[config.mk]
export PLATFORM = sky130hd
export DESIGN_NAME = display_pattern_gen
export DESIGN_NICKNAME = d
export VERILOG_FILES = /design/src/rtl/display_pkg.sv /design/src/rtl/display_timing.sv /design/src/rtl/display_pattern_gen.sv
export SDC_FILE = /design/constraint.sdc
export NUM_CORES = 1
export LEC_CHECK = 0
export ABC_CLOCK_PERIOD_IN_PS = 5000
export BUFFER_PORTS_ARGS = -buffer_cell sky130_fd_sc_hd__buf_4
export CAP_MARGIN = 40
export CORE_AREA = 10 10 137 139
export CTS_CLUSTER_SIZE = 20
export DETAILED_ROUTE_END_ITERATION = 16
export DIE_AREA = 0 0 147 149
export SYNTH_ARGS = -nofsm -noshare
export SYNTH_HDL_FRONTEND = slang
export SYNTH_HIERARCHICAL = 1
export SYNTH_SLANG_ARGS = --single-unit
[constraint.sdc]
create_clock -name clk_pix -period 5 [get_ports clk_pix]
set_clock_uncertainty 0.05 [all_clocks]
set_input_delay 1 -clock clk_pix [delete_from_list [all_inputs] [get_ports clk_pix]]
set_output_delay 1 -clock clk_pix [all_outputs]
set_load 0.02 [all_outputs]
[src/rtl/display_pkg.sv]
// Shared constants and encodings for the display pattern generator:
// 640x480 default timing, pattern modes and bouncing-box direction.
package display_pkg;

  localparam int H_ACTIVE_DEF = 640;
  localparam int H_FP_DEF     = 16;
  localparam int H_SYNC_DEF   = 96;
  localparam int H_BP_DEF     = 48;
  localparam int V_ACTIVE_DEF = 480;
  localparam int V_FP_DEF     = 10;
  localparam int V_SYNC_DEF   = 2;
  localparam int V_BP_DEF     = 33;

  typedef enum logic [1:0] {
    MODE_STATIC   = 2'd0,
    MODE_BARS     = 2'd1,
    MODE_BOUNCE   = 2'd2,
    MODE_GRADIENT = 2'd3
  } mode_e;

  typedef enum logic {
    DIR_INC = 1'b0,
    DIR_DEC = 1'b1
  } dir_e;

  // Clamp a colour constant to the largest value a channel can hold.
  function automatic int sat_col(input int v, input int colw);
    int max_v;
    max_v = (1 << colw) - 1;
    return (v > max_v) ? max_v : v;
  endfunction

endpackage

[src/rtl/display_timing.sv]
// Pixel/line counters with raw (unregistered, active-high) sync and
// data-enable decode straight from the counter values.
module display_timing #(
  parameter int H_ACTIVE = display_pkg::H_ACTIVE_DEF,
  parameter int H_FP     = display_pkg::H_FP_DEF,
  parameter int H_SYNC   = display_pkg::H_SYNC_DEF,
  parameter int H_BP     = display_pkg::H_BP_DEF,
  parameter int V_ACTIVE = display_pkg::V_ACTIVE_DEF,
  parameter int V_FP     = display_pkg::V_FP_DEF,
  parameter int V_SYNC   = display_pkg::V_SYNC_DEF,
  parameter int V_BP     = display_pkg::V_BP_DEF,
  parameter int CORDW    = 10
) (
  input  logic             clk_pix,
  input  logic             rst_pix,
  output logic [CORDW-1:0] o_sx,
  output logic [CORDW-1:0] o_sy,
  output logic             o_de,
  output logic             o_hs,
  output logic             o_vs,
  output logic             o_frame_start
);

  localparam int H_TOTAL = H_ACTIVE + H_FP + H_SYNC + H_BP;
  localparam int V_TOTAL = V_ACTIVE + V_FP + V_SYNC + V_BP;

  localparam logic [CORDW-1:0] H_LAST = CORDW'(H_TOTAL - 1);
  localparam logic [CORDW-1:0] V_LAST = CORDW'(V_TOTAL - 1);
  localparam logic [CORDW-1:0] H_ACT  = CORDW'(H_ACTIVE);
  localparam logic [CORDW-1:0] V_ACT  = CORDW'(V_ACTIVE);
  localparam logic [CORDW-1:0] HS_BEG = CORDW'(H_ACTIVE + H_FP);
  localparam logic [CORDW-1:0] HS_END = CORDW'(H_ACTIVE + H_FP + H_SYNC);
  localparam logic [CORDW-1:0] VS_BEG = CORDW'(V_ACTIVE + V_FP);
  localparam logic [CORDW-1:0] VS_END = CORDW'(V_ACTIVE + V_FP + V_SYNC);
  localparam logic [CORDW-1:0] ONE    = CORDW'(1);

  logic [CORDW-1:0] sx_q, sx_d;
  logic [CORDW-1:0] sy_q, sy_d;

  always_comb begin
    sx_d = sx_q + ONE;
    sy_d = sy_q;
    if (sx_q == H_LAST) begin
      sx_d = '0;
      sy_d = (sy_q == V_LAST) ? '0 : sy_q + ONE;
    end
  end

  always_ff @(posedge clk_pix) begin
    if (rst_pix) begin
      sx_q <= '0;
      sy_q <= '0;
    end else begin
      sx_q <= sx_d;
      sy_q <= sy_d;
    end
  end

  assign o_sx          = sx_q;
  assign o_sy          = sy_q;
  assign o_de          = (sx_q < H_ACT) && (sy_q < V_ACT);
  assign o_hs          = (sx_q >= HS_BEG) && (sx_q < HS_END);
  assign o_vs          = (sy_q >= VS_BEG) && (sy_q < VS_END);
  assign o_frame_start = (sx_q == '0) && (sy_q == '0);

endmodule

[src/rtl/display_pattern_gen.sv]
// Test-pattern generator: timing core plus four selectable patterns, a
// per-axis bouncing-box FSM, a frame counter and one stage of output registers.
module display_pattern_gen
  import display_pkg::*;
#(
  parameter int H_ACTIVE  = H_ACTIVE_DEF,
  parameter int H_FP      = H_FP_DEF,
  parameter int H_SYNC    = H_SYNC_DEF,
  parameter int H_BP      = H_BP_DEF,
  parameter int V_ACTIVE  = V_ACTIVE_DEF,
  parameter int V_FP      = V_FP_DEF,
  parameter int V_SYNC    = V_SYNC_DEF,
  parameter int V_BP      = V_BP_DEF,
  parameter int HSYNC_POL = 0,
  parameter int VSYNC_POL = 0,
  parameter int CORDW     = 10,
  parameter int COLW      = 4,
  parameter int BOX       = 64,
  parameter int SPEED     = 2
) (
  input  logic             clk_pix,
  input  logic             rst_pix,
  input  logic [1:0]       i_mode,
  output logic [CORDW-1:0] o_sx,
  output logic [CORDW-1:0] o_sy,
  output logic             o_hsync,
  output logic             o_vsync,
  output logic             o_de,
  output logic             o_frame,
  output logic [COLW-1:0]  o_r,
  output logic [COLW-1:0]  o_g,
  output logic [COLW-1:0]  o_b
);

  localparam logic             HS_ON   = (HSYNC_POL != 0);
  localparam logic             VS_ON   = (VSYNC_POL != 0);
  localparam logic [CORDW-1:0] X_LO    = CORDW'(H_ACTIVE / 3);
  localparam logic [CORDW-1:0] X_HI    = CORDW'((2 * H_ACTIVE) / 3);
  localparam logic [CORDW-1:0] Y_LO    = CORDW'(V_ACTIVE / 3);
  localparam logic [CORDW-1:0] Y_HI    = CORDW'((2 * V_ACTIVE) / 3);
  localparam logic [CORDW-1:0] BAR_W   = CORDW'((H_ACTIVE / 8 > 0) ? H_ACTIVE / 8 : 1);
  localparam logic [CORDW:0]   BOX_W   = (CORDW+1)'(BOX);
  localparam logic [CORDW:0]   SPEED_W = (CORDW+1)'(SPEED);
  localparam logic [CORDW-1:0] SPEED_C = CORDW'(SPEED);
  localparam logic [COLW-1:0]  ONES    = '1;
  localparam logic [COLW-1:0]  BG_R    = COLW'(sat_col(1, COLW));
  localparam logic [COLW-1:0]  BG_G    = COLW'(sat_col(3, COLW));
  localparam logic [COLW-1:0]  BG_B    = COLW'(sat_col(7, COLW));
  localparam int               GW      = CORDW + COLW + 5;

  logic [CORDW-1:0] sx, sy;
  logic             de_raw, hs_raw, vs_raw, frame_start;

  display_timing #(
    .H_ACTIVE (H_ACTIVE), .H_FP (H_FP), .H_SYNC (H_SYNC), .H_BP (H_BP),
    .V_ACTIVE (V_ACTIVE), .V_FP (V_FP), .V_SYNC (V_SYNC), .V_BP (V_BP),
    .CORDW    (CORDW)
  ) u_timing (
    .clk_pix       (clk_pix),
    .rst_pix       (rst_pix),
    .o_sx          (sx),
    .o_sy          (sy),
    .o_de          (de_raw),
    .o_hs          (hs_raw),
    .o_vs          (vs_raw),
    .o_frame_start (frame_start)
  );

  // Frame-level state: the _d values are what the frame starting now uses,
  // so the first pixel of a frame already sees the new mode and box position.
  mode_e            mode_q, mode_d;
  logic [7:0]       fc_q, fc_d;
  logic [CORDW-1:0] bx_d, by_d;

  assign mode_d = frame_start ? mode_e'(i_mode) : mode_q;
  assign fc_d   = frame_start ? fc_q + 8'd1 : fc_q;

  generate
    for (genvar gi = 0; gi < 2; gi++) begin : g_axis
      localparam int             LIMIT   = (gi == 0) ? H_ACTIVE : V_ACTIVE;
      localparam logic [CORDW:0] MAX_POS = (CORDW+1)'(LIMIT - BOX);

      logic [CORDW-1:0] pos_q, pos_d;
      dir_e             dir_q, dir_d;
      logic [CORDW:0]   pos_w, inc_w;

      assign pos_w = {1'b0, pos_q};
      assign inc_w = pos_w + SPEED_W;

      always_comb begin
        pos_d = pos_q;
        dir_d = dir_q;
        if (frame_start) begin
          if (dir_q == DIR_INC) begin
            if (inc_w >= MAX_POS) begin
              pos_d = MAX_POS[CORDW-1:0];
              dir_d = DIR_DEC;
            end else begin
              pos_d = inc_w[CORDW-1:0];
            end
          end else if (pos_w <= SPEED_W) begin
            pos_d = '0;
            dir_d = DIR_INC;
          end else begin
            pos_d = pos_q - SPEED_C;
          end
        end
      end

      always_ff @(posedge clk_pix) begin
        if (rst_pix) begin
          pos_q <= '0;
          dir_q <= DIR_INC;
        end else begin
          pos_q <= pos_d;
          dir_q <= dir_d;
        end
      end
    end
  endgenerate

  assign bx_d = g_axis[0].pos_d;
  assign by_d = g_axis[1].pos_d;

  // Last bar absorbs any remainder when H_ACTIVE is not a multiple of 8.
  logic [CORDW-1:0] bar_idx;
  logic [2:0]       bar;
  assign bar_idx = sx / BAR_W;
  assign bar     = (bar_idx > CORDW'(7)) ? 3'd7 : bar_idx[2:0];

  logic [COLW-1:0] r_d, g_d, b_d;
  logic            hsync_d, vsync_d;

  always_comb begin
    r_d = '0;
    g_d = '0;
    b_d = '0;
    if (de_raw) begin
      case (mode_d)
        MODE_STATIC: begin
          if (sx > X_LO && sx < X_HI && sy > Y_LO && sy < Y_HI) begin
            r_d = ONES; g_d = ONES; b_d = ONES;
          end else begin
            r_d = BG_R; g_d = BG_G; b_d = BG_B;
          end
        end
        MODE_BARS: begin
          r_d = {COLW{bar[2]}};
          g_d = {COLW{bar[1]}};
          b_d = {COLW{bar[0]}};
        end
        MODE_BOUNCE: begin
          if (sx >= bx_d && {1'b0, sx} < ({1'b0, bx_d} + BOX_W) &&
              sy >= by_d && {1'b0, sy} < ({1'b0, by_d} + BOX_W)) begin
            r_d = ONES; g_d = ONES; b_d = ONES;
          end
        end
        MODE_GRADIENT: begin
          r_d = COLW'(GW'(sx) >> 5);
          g_d = COLW'(GW'(sy) >> 5);
          b_d = COLW'(fc_d);
        end
        default: ;
      endcase
    end
  end

  assign hsync_d = hs_raw ? HS_ON : ~HS_ON;
  assign vsync_d = vs_raw ? VS_ON : ~VS_ON;

  logic            hsync_q, vsync_q, de_q, frame_q;
  logic [COLW-1:0] r_q, g_q, b_q;

  always_ff @(posedge clk_pix) begin
    if (rst_pix) begin
      mode_q  <= MODE_STATIC;
      fc_q    <= '0;
      hsync_q <= ~HS_ON;
      vsync_q <= ~VS_ON;
      de_q    <= 1'b0;
      frame_q <= 1'b0;
      r_q     <= '0;
      g_q     <= '0;
      b_q     <= '0;
    end else begin
      mode_q  <= mode_d;
      fc_q    <= fc_d;
      hsync_q <= hsync_d;
      vsync_q <= vsync_d;
      de_q    <= de_raw;
      frame_q <= frame_start;
      r_q     <= r_d;
      g_q     <= g_d;
      b_q     <= b_d;
    end
  end

  assign o_sx    = sx;
  assign o_sy    = sy;
  assign o_hsync = hsync_q;
  assign o_vsync = vsync_q;
  assign o_de    = de_q;
  assign o_frame = frame_q;
  assign o_r     = r_q;
  assign o_g     = g_q;
  assign o_b     = b_q;

endmodule
==> impl_metrics.json <==
{
  "status": "complete, no violations",
  "synth_edf_count": 0,
  "drive_above_1_share": 0.1468,
  "wire_per_inst_um": 15.39,
  "firstDrtPassIters": 6,
  "die_h_um": 149,
  "cts_tree": "yes",
  "tightest_slew_ns": 0.7623,
  "antenna_cells": 0,
  "clk_pin_slew_ns": 0.05,
  "r2r-end": "o_b[0]",
  "whs_ns": 0.4680,
  "post_cts_buffers": 0,
  "p_sw_frac": 0.3319,
  "post-route-period-util": 0.8865,
  "path_max_fanout": 12,
  "internal-power_mw": 1.095,
  "grt-ovfl-total": 0,
  "finalCriticalPeriod_ns": 4.433,
  "detailed_place_hpwl_mm": 9.595,
  "grt_pass1_wl_mm": 22.42,
  "worst_ep_arrival_time_ns": 4.64,
  "antenna_found_initial": 0,
  "clkPwrFrac": 0.379,
  "grt_max_degree": 39,
  "end_kind": "flip-flop",
  "rrSetupSlack_ns": 0.57,
  "via_count": 4542,
  "postSynthCellCount": 611,
  "pwr-share-comb": 0.256,
  "cts_resized": 0,
  "finalHoldViolations": 0,
  "ir_drop_v": 0.0002103,
  "ys_ff_latch": 64,
  "nets": 688,
  "power.switching_uw": 544.0,
  "hold_buffers": 0,
  "cellPowerDensity_nw_per_um2": 294.2,
  "critical_path.endpoint": "o_b[0]",
  "synth_top_area_cell": "dfxtp_1",
  "die_area_um2": 21900,
  "core_area_um2": 16170,
  "drv_cap": 0,
  "rsz0062_at_grt": "false",
  "setup_viol": 0,
  "fmax_ghz": 0.2256,
  "clock_sink_count": 64,
  "num_rows": 47,
  "reg2reg_depth": 16,
  "die_w_um": 147,
  "yosys_warnings": 6,
  "clock-root-buffer": "clkbuf_16",
  "synth_ff_type": "dfxtp_1",
  "ant_nets": 0,
  "path_class": "reg -> reg",
  "grtUsageTotal": 0.1220,
  "synth_cell_types": 72,
  "critPathLaunch": "u_timing/o_sy[4]",
  "async_reset_ff_frac": 0,
  "cts-buffers-inserted": 9,
  "yosysSeqAreaShare": 0.2700,
  "drt-initial-drc-count": 461,
  "htreeDepth": 3,
  "drc": 0,
  "hp-class": "reg -> reg",
  "area.growth.synth_to_final_pct": 17.43,
  "p_seq_frac": 0.366,
  "cp-start-kind": "flip-flop",
  "r2r_start": "u_timing/o_sy[4]",
  "avgSynthCellArea_um2": 7.765,
  "numPortBuffers": 39,
  "io_pins": 40,
  "grt_pass1_vias": 4402,
  "finalMaxSlewViolations": 0,
  "clk_latency_ns": 0.34,
  "fillers": 1710,
  "synth_area_leaders": "dfxtp_1 (27%), ha_1 (11%), nor2_1 (5.1%)",
  "wl_mm": 13.34,
  "synth_top_area_share": 0.2700,
  "start_util": 0.2934,
  "leakagePower_nw": 2.260,
  "crit_required_ns": 5.21,
  "tns_ns": 0,
  "clock_path_buffers": 2,
  "gp_congestion": 0.8572,
  "synth_nets": 657,
  "syn_area_um2": 4745,
  "relSlewSlack": 0.4871,
  "routed_via_density": 5.239
}
-- how the worst min path moves through the flow --
stage	startpoint	end	slack [ns]	cells past startpoint
finish	u_timing/o_sx[0]	u_timing/o_sx[0]	0.47	1
floorplan	fc_q[3]	fc_q[3]	0.42	2
global placement	u_timing/o_sx[0]	u_timing/o_sx[0]	0.44	1
CTS	u_timing/o_sx[0]	u_timing/o_sx[0]	0.47	1
detailed placement	u_timing/o_sx[0]	u_timing/o_sx[0]	0.46	1
global route	fc_q[3]	fc_q[3]	0.50	2
-- layout by cell type, fill, tap and decap left out, types with 9 or more instances in the layout --
cell,Yosys,final
nor2_1,65,64
dfxtp_1,64,64
buf_4,1,56
o21ai_0,44,44
ha_1,42,42
nand2_1,41,41
inv_1,39,39
a21oi_1,37,37
nor3_1,19,19
nand3_1,17,17
nand4_1,15,15
xnor2_1,13,13
o21a_1,13,13
nor2b_1,10,10
nor4_1,10,10
and3_1,10,10
clkbuf_16,0,9
-- layout make-up --
class	instances	area, um2	share of cell area
multi-input combinational	472	3159	0.5670
clock inverter	6	60.06	0.01078
timing repair buffer	56	420.4	0.07545
inverter	39	146.4	0.02627
sequential	64	1281	0.2300
clock buffer	10	229.0	0.04110
tap	220	275.3	0.04940
-- sequential cells by signal (all words and copies together), names as in the netlist, 2 cells and up --
name / flops
g_axis.pos_q: 20
g_axis.dir_q: 2
o_g: 4
mode_q: 2
fc_q: 4
o_r: 4
o_b: 4
u_timing/o_sy: 10
u_timing/o_sx: 10
-- kinds of logic (layout without fill, tap and decap cells) --
| kind of cell | after synthesis | after routing | synth area share |
|---|---|---|---|
| xor gates and xnor gates | 21 | 21 | 0.03877 |
| buffers and inverters | 75 | 111 | 0.06461 |
| and+or+nand+nor | 235 | 235 | 0.2592 |
| AOI/OAI and AO/OA | 162 | 162 | 0.2281 |
| DFF | 64 | 64 | 0.2700 |
| adders and majority gates | 43 | 43 | 0.1129 |
| muxes | 11 | 11 | 0.02637 |
-- synth_stat cells, types with 5 or more instances --
| master | number |
|---|---|
| o21ai_0 | 44 |
| a21oi_1 | 37 |
| or3_1 | 7 |
| nor3_1 | 19 |
| dfxtp_1 | 64 |
| ha_1 | 42 |
| nor2b_1 | 10 |
| o31ai_1 | 5 |
| mux2i_1 | 8 |
| nor4_1 | 10 |
| xor2_1 | 8 |
| a31oi_1 | 8 |
| o211ai_1 | 8 |
| o21a_1 | 13 |
| inv_1 | 39 |
| nand2b_1 | 7 |
| clkbuf_1 | 25 |
| nand2_1 | 41 |
| nor2_1 | 65 |
| o22ai_1 | 5 |
| xnor2_1 | 13 |
| nand4_1 | 15 |
| or2_2 | 5 |
| and3_1 | 10 |
| nand3_1 | 17 |
-- per-stage QoR --
| step | cell area (um2) | utilization | std cells | total power, mW | worst slack [ns] |
|---|---|---|---|---|---|
| global placement | 5283 | 0.3267 | 851 | 1.027 | 0.6951 |
| detailed placement | 5283 | 0.3267 | 851 | 1.023 | 0.5837 |
| floorplan | 4745 | - | 611 | 0.9046 | 0.4004 |
| finish | 5572 | 0.3445 | 867 | 1.639 | 0.5675 |
| global route | 5572 | 0.3445 | 867 | 1.737 | 0.2256 |
| CTS | 5572 | 0.3445 | 867 | 1.652 | 0.5640 |
-- layer usage --
metal,track usage,vias up,routed length (um)
met1,0.1540,2123,6159
met4,0.03865,0,200
met2,0.1995,109,6237
met3,0.03155,15,741
li1,-,2295,-
met5,0,-,0
-- worst max-delay path, cell delays in order, from the launching register on --
cell	delay [ns]
dfxtp_1	0.40
nor4_1	0.67
nand4_1	0.21
nor2_2	0.19
inv_1	0.25
nor3_1	0.25
a21oi_1	0.06
o221ai_1	0.39
inv_1	0.12
ha_1	0.31
o21ai_0	0.07
a21oi_1	0.12
o22ai_1	0.11
or4_1	0.43
a211oi_1	0.27
o211ai_2	0.28
o21ai_0	0.17
-- power groups by stage --
stage | sequential [mW] | combinational [mW] | clock, mW
global placement | 0.610 | 0.417 | 0
finish | 0.599 | 0.419 | 0.621
global route | 0.606 | 0.470 | 0.660
CTS | 0.598 | 0.419 | 0.634
floorplan | 0.598 | 0.307 | 0
detailed placement | 0.607 | 0.416 | 0
Power figures use the tool's default switching activity.
